## src/rtl/mem_write_scheduler.sv

```systemverilog
// Arbitrates NUM_REQ vector producers onto the single memory write port and streams each
// accepted vector as LANES one-word writes. Define MEM_WR_SCHED_RR_EN for round-robin arbitration.
module mem_write_scheduler #(
  parameter int NUM_REQ = 2,
  parameter int LANES   = 16,
  parameter int DATA_W  = 16,
  parameter int ADDR_W  = 16
) (
  input  logic                                        clk,
  input  logic                                        rst,
  input  logic [NUM_REQ-1:0]                          req_valid,
  input  logic [NUM_REQ-1:0][LANES-1:0][DATA_W-1:0]   req_data,
  input  logic [NUM_REQ-1:0][ADDR_W-1:0]              req_addr,
  output logic [NUM_REQ-1:0]                          req_ready,
  output logic [NUM_REQ-1:0]                          done,
  output logic                                        busy,
  output logic                                        mem_we,
  output logic [ADDR_W-1:0]                           mem_addr,
  output logic [DATA_W-1:0]                           mem_wdata
);
  localparam int OWN_W  = (NUM_REQ > 1) ? $clog2(NUM_REQ) : 1;
  localparam int LANE_W = (LANES > 1) ? $clog2(LANES) : 1;

  typedef enum logic [1:0] {IDLE, WRITE, DONE} state_t;

  state_t                     state, state_nxt;
  logic [LANE_W-1:0]          lane;
  logic [LANES-1:0][DATA_W-1:0] vbuf;
  logic [ADDR_W-1:0]          base;
  logic [OWN_W-1:0]           owner, gnt_idx;
  logic                       gnt_found;
  logic                       last_lane;

  assign last_lane = (lane == LANE_W'(LANES-1));
  assign busy      = (state != IDLE);

`ifdef MEM_WR_SCHED_RR_EN
  // Pointer holds the last owner; the search starts just past it.
  logic [OWN_W-1:0] rr_ptr;

  always_ff @(posedge clk) begin
    if (rst)                 rr_ptr <= OWN_W'(NUM_REQ-1);
    else if (state == DONE)  rr_ptr <= owner;
  end

  always_comb begin
    gnt_found = 1'b0;
    gnt_idx   = '0;
    for (int i = 1; i <= NUM_REQ; i++) begin
      if (!gnt_found && req_valid[OWN_W'((int'(rr_ptr) + i) % NUM_REQ)]) begin
        gnt_found = 1'b1;
        gnt_idx   = OWN_W'((int'(rr_ptr) + i) % NUM_REQ);
      end
    end
  end
`else
  always_comb begin
    gnt_found = 1'b0;
    gnt_idx   = '0;
    for (int i = NUM_REQ-1; i >= 0; i--) begin
      if (req_valid[OWN_W'(i)]) begin
        gnt_found = 1'b1;
        gnt_idx   = OWN_W'(i);
      end
    end
  end
`endif

  always_ff @(posedge clk) begin
    if (rst) state <= IDLE;
    else     state <= state_nxt;
  end

  always_comb begin
    state_nxt = state;
    req_ready = '0;
    done      = '0;
    case (state)
      IDLE: begin
        if (gnt_found && !rst) begin
          state_nxt          = WRITE;
          req_ready[gnt_idx] = 1'b1;
        end
      end
      WRITE: if (last_lane) state_nxt = DONE;
      DONE: begin
        state_nxt   = IDLE;
        done[owner] = 1'b1;
      end
      default: state_nxt = IDLE;
    endcase
  end

  // Lane 0 is loaded straight from the winner so the first write lands the cycle after accept.
  always_ff @(posedge clk) begin
    if (rst) begin
      lane      <= '0;
      mem_we    <= 1'b0;
      mem_addr  <= '0;
      mem_wdata <= '0;
    end else begin
      case (state)
        IDLE: begin
          if (gnt_found) begin
            vbuf      <= req_data[gnt_idx];
            base      <= req_addr[gnt_idx];
            owner     <= gnt_idx;
            lane      <= '0;
            mem_we    <= 1'b1;
            mem_addr  <= req_addr[gnt_idx];
            mem_wdata <= req_data[gnt_idx][0];
          end
        end
        WRITE: begin
          if (last_lane) begin
            mem_we <= 1'b0;
          end else begin
            lane      <= lane + LANE_W'(1);
            mem_addr  <= base + ADDR_W'(lane) + ADDR_W'(1);
            mem_wdata <= vbuf[lane + LANE_W'(1)];
          end
        end
        default: ;
      endcase
    end
  end
endmodule
```

## config.mk

```make
export PLATFORM = sky130hd
export DESIGN_NAME = mem_write_scheduler
export DESIGN_NICKNAME = d
export VERILOG_FILES = /design/src/rtl/mem_write_scheduler.sv
export SDC_FILE = /design/constraint.sdc
export NUM_CORES = 1
export LEC_CHECK = 0
export CAP_MARGIN = 40
export CORE_AREA = 2 2 228 230
export CTS_CLUSTER_SIZE = 24
export DETAILED_ROUTE_END_ITERATION = 16
export DIE_AREA = 0 0 230 232
export PLACE_DENSITY_LB_ADDON = 0.2
export SLEW_MARGIN = 10
export SYNTH_ARGS = -nofsm -noshare
export SYNTH_HDL_FRONTEND = slang
export SYNTH_SLANG_ARGS = --single-unit
```

## constraint.sdc

```tcl
create_clock -name clk -period 38.8 [get_ports clk]
set_input_delay 3.88 -clock clk [delete_from_list [all_inputs] [get_ports clk]]
set_output_delay 3.88 -clock clk [all_outputs]
set_load 0.02 [all_outputs]
```

## Word level (Yosys, flattened, before mapping)

Index checks and enable logic that the tools add are counted.

| storage, ports and cells | value |
|---|---|
| flip-flop bits (word level) | 312 |
| input port bits | 548 |
| output and inout port bits | 38 |
| word-level logic and storage cells | 80 |

| operators by class | value |
|---|---|
| add/sub/neg operators | 3 |
| order comparisons | 5 |
| eq/ne operators | 7 |
| muxes and demuxes | 30 |
| bitwise logic cells | 1 |
| reduce and logical (&&, ||, !) cells | 11 |

Operators by type and width:

| operator | number |
|---|---|
| $mux 256 | 2 |
| $mux 16 | 7 |
| $bmux 16 s4 | 1 |
| $pmux 16 s2 | 2 |
| $add 16x1->16 const B | 1 |
| $add 16x4->16 | 1 |
| $mux 2 | 5 |
| $reduce_and 3->1 | 3 |
| $mux 4 | 2 |
| $ne 2x2->1 const B | 4 |
| $pmux 4 s2 | 1 |
| $mux 1 | 6 |
| $lt 4x5->1 const B | 1 |
| $add 4x1->4 const B | 1 |
| $eq 4x4->1 const B | 1 |
| $lt 1x2->1 const B | 2 |
| $pmux 2 s2 | 1 |
| $reduce_bool 2->1 | 2 |
| $logic_and 1x1->1 | 3 |
| $demux 1 s1 | 2 |
| $eq 2x1->1 const B | 1 |
| $eq 2x2->1 const B | 1 |
| $ge 1x1->1 const B | 2 |
| $logic_not 2->1 | 1 |
| 4 further kinds | 4 |

## Logic depth before layout (Yosys ltp)

Gate-level depths: netlist of the first run.

| depth | value |
|---|---|
| depth after elaboration | 7 |
| depth in mapped cells | 13 |
| mapped depth without buffers | 10 |

## Worst setup path before layout of the first run

OpenSTA, ideal clock, no wires.

| path | value |
|---|---|
| path type | input -> output |
| start point | input rst |
| end point | output req_ready[0] |
| arrival | 15810 ps |
| required time | 34920 ps |
| path slack | 19110 ps |
| stages | 3 |
| path buffers | 2 |
| cells stage by stage | clkbuf_1 clkbuf_1 nor2_1 |

| on the way | value |
|---|---|
| cells in the longest elaborated chain, start to end | 4 |

Ends and longest elaborated chain:

| what | line | RTL |
|---|---|---|
| from (decl) | 10 | `input logic rst,` |
| $logic_not 1->1 | 80 | `if (gnt_found && !rst) begin` |
| $logic_and 1x1->1 | 80 |  |
| $mux 2 | 80 |  |
| $mux 2 | 78 | `case (state)` |
| to (decl) | 14 | `output logic [NUM_REQ-1:0] req_ready,` |

No other way between the ends.

## Final worst setup path of the first run

Same ends and word-level chain as after synthesis.

==> run_results.csv, run 1 <==
group,metric,value,unit
synth,synth-seq-area-share,0.7298,
detailed_routing,via_per_inst,4.235,
pwr,peakVddDrop,0.02435,mV
floorplan,dieWidth,230,um
synth,synth_compound_area_frac,0.04357,
synth,synth_flop_cell,"edfxtp_1",
setup_path,worst-path-max-fanout,40,
detailed_routing,drtAntennaViolNets,0,
setup_path,path_class,"input pin to output pin",
hold_path,worst_hold_startpoint,"mem_addr[5]",
timing,fin_crit,9.380,ns
cts,clkSinkCount,311,
global_route,grt_max_degree,145,
setup_path,crit_family,"buffers and inverters",
hold_path,worstHoldPathType,"flop to flop",
setup_path,max_stage_delay,0.71,ns
final_layout,area.sequential,8952,um^2
cts,h-tree-depth,2,
final_layout,syn_to_final_growth,42.47,%
pwr,powerDensity,46.84,nW/um^2
floorplan,chipHeight,232,um
pwr,p_leak,5.773,nW
detailed_routing,drt_iter0_markers,442,
cts,clk_latency,0.55,ns
detailed_routing,wl_met2,15.83,mm
setup_path,end_kind,"output pin",
placement,globalplace.congestion,0.7459,
detailed_routing,vias,7246,
floorplan,num_rows,83,
final_layout,nets,1555,
final_layout,fin_util,0.3433,
synth,yosys_warnings,0,
global_route,overflow,0,
final_layout,nFillCells,4918,
setup_path,slowest_stage,"clkdlybuf4s50_1",
final_layout,drive_above_1_share,0.1681,
setup_path,r2r_end,"mem_wdata[3]",
floorplan,dieArea,53360,um^2
timing,slew_violations,0,
synth,synth_cells,670,
synth,synth_cell_types,51,
floorplan,ios,586,
placement,dp_slack,29.42,ns
timing,setup_tns,0,ns
setup_path,r2r_start,"lane[0]",
synth,synth_top_family_by_area,"multiplexers",
cts,cts_tree,"built",
setup_path,critPathArrivalTime,5.50,ns
detailed_routing,met3_length,3.423,mm
placement,dp_hpwl,24.85,mm
placement,io_buffers,309,
synth,yosys.area_share.simple,0.05480,
hold_path,worstHoldEndpoint,"mem_addr[5]",
timing,final.period_utilization,0.2417,
cts,cts_setup_buffers,0,
timing,max_freq,106.6,MHz
job,cap_violations,0,
detailed_routing,wl_met1,16.15,mm
synth,ys_ff_latch,311,
setup_path,cp_num_buf_inv,3,
timing,hold_viol,0,
global_route,grt_antenna_before_repair,16,
synth,yosysTopAreaCell,"edfxtp_1",
timing,setup_violations,0,
detailed_routing,drc,0,
cts,numCtsBuffers,38,
detailed_routing,drt_pre_antenna_iters,4,
global_route,grt_pass1_wl,52.81,mm
cts,cts.clk_slew.worst_paths,0.05,ns
cts,hold_buffers,0,
cts,root_buffer,"clkbuf_16",
floorplan,core_area,50890,um^2
detailed_routing,wl_per_cell,21.24,um
setup_path,crit_chain,"buf_2 -> buf_4 -> nor2_4 -> clkdlybuf4s50_1",
synth,syn-cell-area,12260,um^2
global_route,grt_usage,0.1363,
synth,synth_adder_area_share,0.006735,
setup_path,cp-start-kind,"input pin",
synth,synth_edf_count,272,
synth,synthArstFlopShare,0,
setup_path,reg2reg_depth,9,
run_status,status,"finished, final reports clean",
timing,worst_pin_slew,0.7835,ns
final_layout,multiInputGateArea,3144,um^2
setup_path,r2r_slack,35.40,ns
detailed_routing,routed.top_layer,"met5",
cts,clk_path_buf_depth,3,
hold_path,hold_depth,2,
synth,synth.area.mux_share,0.1341,
timing,skew,0.01153,ns
detailed_routing,wl,36.35,mm
global_route,grt_pass1_vias,7905,
synth,syn_avg_cell_area,18.30,um^2
synth,synth_xor_area_frac,0.01286,
synth,synthTopCellsByArea,"edfxtp_1 67%, mux4_2 12%, dfxtp_1 6.4%",
timing,holdWs,0.4561,ns
synth,synth.top_cell.area_share,0.6661,
timing,maxSlewHeadroom,0.4777,
timing,rsz0062_at_grt,"no",
timing,setup_ws,29.42,ns
setup_path,required,34.92,ns
cts,cts_resized,0,
floorplan,initial_core_util,0.2410,
## kinds of logic (layout without fill, tap and decap cells)
family,after synthesis,after routing
AND/OR/NAND/NOR,154,154
AO/OA/AOI/OAI,62,62
flip-flops,311,311
adder cells (fa/ha/maj),6,6
multiplexers,81,81
XOR/XNOR,15,15
other,1,4
buffers and inverters,40,398
## metrics by stage
step,cells,power [mW],instance area (um^2)
after floorplan,671,0.4323,12270
after global placement,1636,0.4762,16150
after detailed placement,1640,0.4773,16230
after CTS,1708,0.8347,17440
after global routing,1709,0.8528,17460
final,1711,0.8182,17470
## layout by cell type (no fill, tap or decap), drive strengths merged, types with 8 or more instances in the layout
cell           count
clkbuf            53
nand3              9
o21ai              8
edfxtp           272
dfxtp             39
nor2              96
xnor2              9
nand2             18
clkinv            11
mux2              16
mux4              65
clkdlybuf4s50    308
a21oi              9
a221oi            16
nor4              17
buf               17
## report_power, final
part | total (mW) | switching [mW] | leakage, nW | internal [mW]
Sequential | 0.386 | 0.00515 | 2.88 | 0.381
Combinational | 0.0819 | 0.0348 | 2.31 | 0.0470
Clock | 0.350 | 0.141 | 0.589 | 0.209
## worst register-to-register path, delay by kind of cell, from the launching register on
kind | cells | cell delay (ns)
compound gates | 1 | 0.31
xor+xnor | 1 | 0.15
buf+inv | 4 | 1.74
simple gates | 2 | 0.25
mux | 1 | 0.48
flops | 1 | 0.35
## cell type report
class                   count  share of cell area
well taps                 680             0.04870
multi-input cells         320              0.1800
inverters                   5            0.001074
flip-flops and latches    311              0.5125
clock buffers              53             0.06002
repair buffers            325              0.1885
diodes                      2           0.0002865
clock inverters            15            0.008953
## synth_stat cells, types with 2 or more instances
library cell and instances:
a2111oi_0 6, a211oi_1 2, a21o_1 3, a21oi_1 8, a221oi_1 6, a221oi_2 10
a22oi_1 4, buf_2 7, buf_4 4, buf_6 6, clkbuf_1 18, dfxtp_1 39
edfxtp_1 272, ha_1 5, inv_1 3, mux2_2 16, mux4_2 65, nand2_1 18
nand3_1 8, nor2_1 95, nor2b_1 6, nor3_1 4, nor4_1 17, o211ai_1 3
o21a_1 2, o21ai_0 7, xnor2_1 8, xor2_1 5
## worst max path at each step
stage,cells after the start,startpoint,to
after floorplan,3,rst,req_ready[0]
after global placement,4,rst,req_ready[0]
after detailed placement,4,rst,req_ready[0]
after CTS,4,rst,req_ready[0]
after global routing,4,rst,req_ready[0]
final,4,rst,req_ready[0]
## metal layers
metal / vias up / GRT usage
met2: 252 / 0.2067
met4: 28 / 0.03952
met5: - / 0
met3: 81 / 0.05857
li1: 3358 / -
met1: 3527 / 0.1769
## flip-flops by register name, summed over array words and instances, names as in the netlist
signal and flops:
state 2, mem_we 1, base 16, vbuf 256
mem_addr 16, lane 4, mem_wdata 16
Power figures use the tool's default switching activity.
==> inputs of run 2 (changes only) <==
- CORE_AREA: 2 2 228 230 -> 2 2 229 231
- DIE_AREA: 0 0 230 232 -> 0 0 231 233
- clock period: 38.8 -> 9.2 ns (I/O delays scaled with it)
==> run 2 against run 1 <==
Effect of this change: combinational power increased to 4.2 times the previous value; power rose to 4.3 times the previous value; count of clock-buffer cells in the layout decreased by 6; wire length increased by 2.3%; critical endpoint is now busy; largest cell class unchanged; largest power group unchanged; highest routed layer unchanged.
==> run_results.csv, run 2 (synthesis gave the netlist of run 1 again) <==
group,metric,value,unit
floorplan,dieWidth,231,um
hold_path,worst_hold_startpoint,"mem_addr[0]",
timing,worst_pin_slew,0.8334,ns
hold_path,hold_depth,2,
setup_path,r2r_slack,6.10,ns
placement,place_area,16240,um^2
detailed_routing,drc,0,
cts,cts_resized,0,
pwr,peakVddDrop,0.1098,mV
placement,dp_hpwl,25.46,mm
final_layout,largest_register_ffs,256,
final_layout,mostFrequentLayoutCell,"clkdlybuf4s50_1",
setup_path,cp-start-kind,"flop",
pwr,finalPower,3.521,mW
global_route,grt_pass1_wl,53.61,mm
setup_path,reg2reg_depth,6,
floorplan,initial_core_util,0.2400,
detailed_routing,drt_iter0_markers,384,
cts,clk_path_buf_depth,3,
final_layout,nets,1556,
cts,hold_buffers,0,
cts,cts.clk_slew.worst_paths,0.06,ns
final_layout,drive_above_1_share,0.1725,
job,cap_violations,0,
cts,cts_tree,"built",
detailed_routing,drtAntennaViolNets,0,
run_status,status,"finished, final reports clean",
setup_path,path_class,"flop to output pin",
timing,final.period_utilization,0.3898,
global_route,grt_pass1_vias,7982,
setup_path,worst-path-max-fanout,26,
timing,setup_ws,5.614,ns
cts,root_buffer,"clkbuf_16",
placement,globalplace.congestion,0.7338,
cts,h-tree-depth,2,
timing,max_freq,278.8,MHz
global_route,grt_max_degree,147,
timing,fin_crit,3.586,ns
floorplan,chipHeight,233,um
timing,rsz0062_at_grt,"no",
global_route,overflow,0,
detailed_routing,wl_per_cell,21.66,um
timing,setup_tns,0,ns
hold_path,worstHoldEndpoint,"mem_addr[0]",
placement,dp_slack,5.734,ns
timing,hold_viol,0,
final_layout,syn_to_final_growth,43.23,%
final_layout,final_cell_mix,"308 x clkdlybuf4s50_1, 272 x edfxtp_1, 94 x nor2_1",
floorplan,core_area,51090,um^2
hold_path,worstHoldPathType,"flop to flop",
setup_path,end_kind,"output pin",
placement,io_buffers,309,
detailed_routing,wl,37.17,mm
detailed_routing,drt_pre_antenna_iters,4,
setup_path,r2r_start,"lane[0]",
cts,cts_setup_buffers,0,
final_layout,stdcell_area,17560,um^2
setup_path,critPathArrivalTime,2.67,ns
floorplan,dieArea,53820,um^2
cts,clkSinkCount,311,
final_layout,regMostFlops,"vbuf",
setup_path,r2r_end,"mem_wdata[3]",
floorplan,ios,586,
cts,numCtsBuffers,38,
global_route,grt_usage,0.1385,
setup_path,required,8.28,ns
detailed_routing,vias,7222,
timing,maxSlewHeadroom,0.4444,
global_route,grt_antenna_before_repair,13,
timing,slew_violations,0,
cts,clk_latency,0.55,ns
timing,setup_violations,0,
pwr,powerDensity,200.5,nW/um^2
floorplan,num_rows,83,
timing,skew,0.01951,ns
detailed_routing,via_per_inst,4.209,
pwr,p_leak,5.816,nW
-- run 2: cell count changes in the layout (fill, tap and decap cells not counted), sizes merged --
cell and delta:
buf +1, bufinv +2, clkbuf -6, clkinv +2, clkinvlp +1, diode +2
inv +3
-- run 2: layout make-up --
class                   instances  area, um^2
inverters                       5       18.77
clock inverters                23       267.8
fillers                      4917       33530
well taps                     680       850.8
multi-input cells             320        3144
clock buffers                  47        1016
diodes                          4       10.01
flip-flops and latches        311        8952
repair buffers                326        3303
-- run 2: report_power, final --
part / total, mW / internal [mW] / switching, mW
Sequential: 1.63 / 1.61 / 0.0239
Clock: 1.54 / 0.934 / 0.610
Combinational: 0.345 / 0.199 / 0.146
-- run 2: stage by stage --
step           hold WS (ns)    util  std cells
2_1_floorplan        0.5301       -        671
3_3_place_gp         0.4532  0.3162       1637
3_5_place_dp         0.4576  0.3179       1641
4_1_cts              0.4660  0.3430       1711
5_1_grt              0.4845  0.3435       1712
6_report             0.4607  0.3437       1716
-- run 2: how the worst max path moves through the flow --
stage,from,end,depth (start not counted)
after global placement,rst,vbuf[45],5
after CTS,state[0],busy,4
after detailed placement,rst,vbuf[24],5
final,state[0],busy,4
after floorplan,rst,req_ready[0],3
after global routing,state[1],busy,4
-- run 2: worst max-delay path, stage by stage (launching register included) --
cell and delay (ns):
dfxtp_1 0.63, nor2_1 0.23, clkinv_1 0.14, buf_4 0.39, clkdlybuf4s50_1 0.70
-- run 2: metal layers --
| layer | global-route usage | up-vias | wire [um] |
|---|---|---|---|
| met5 | 0 | - | 120 |
| met3 | 0.05478 | 59 | 3174 |
| met2 | 0.2175 | 233 | 16980 |
| li1 | - | 3358 | - |
| met4 | 0.04073 | 18 | 696 |
| met1 | 0.1760 | 3554 | 16210 |
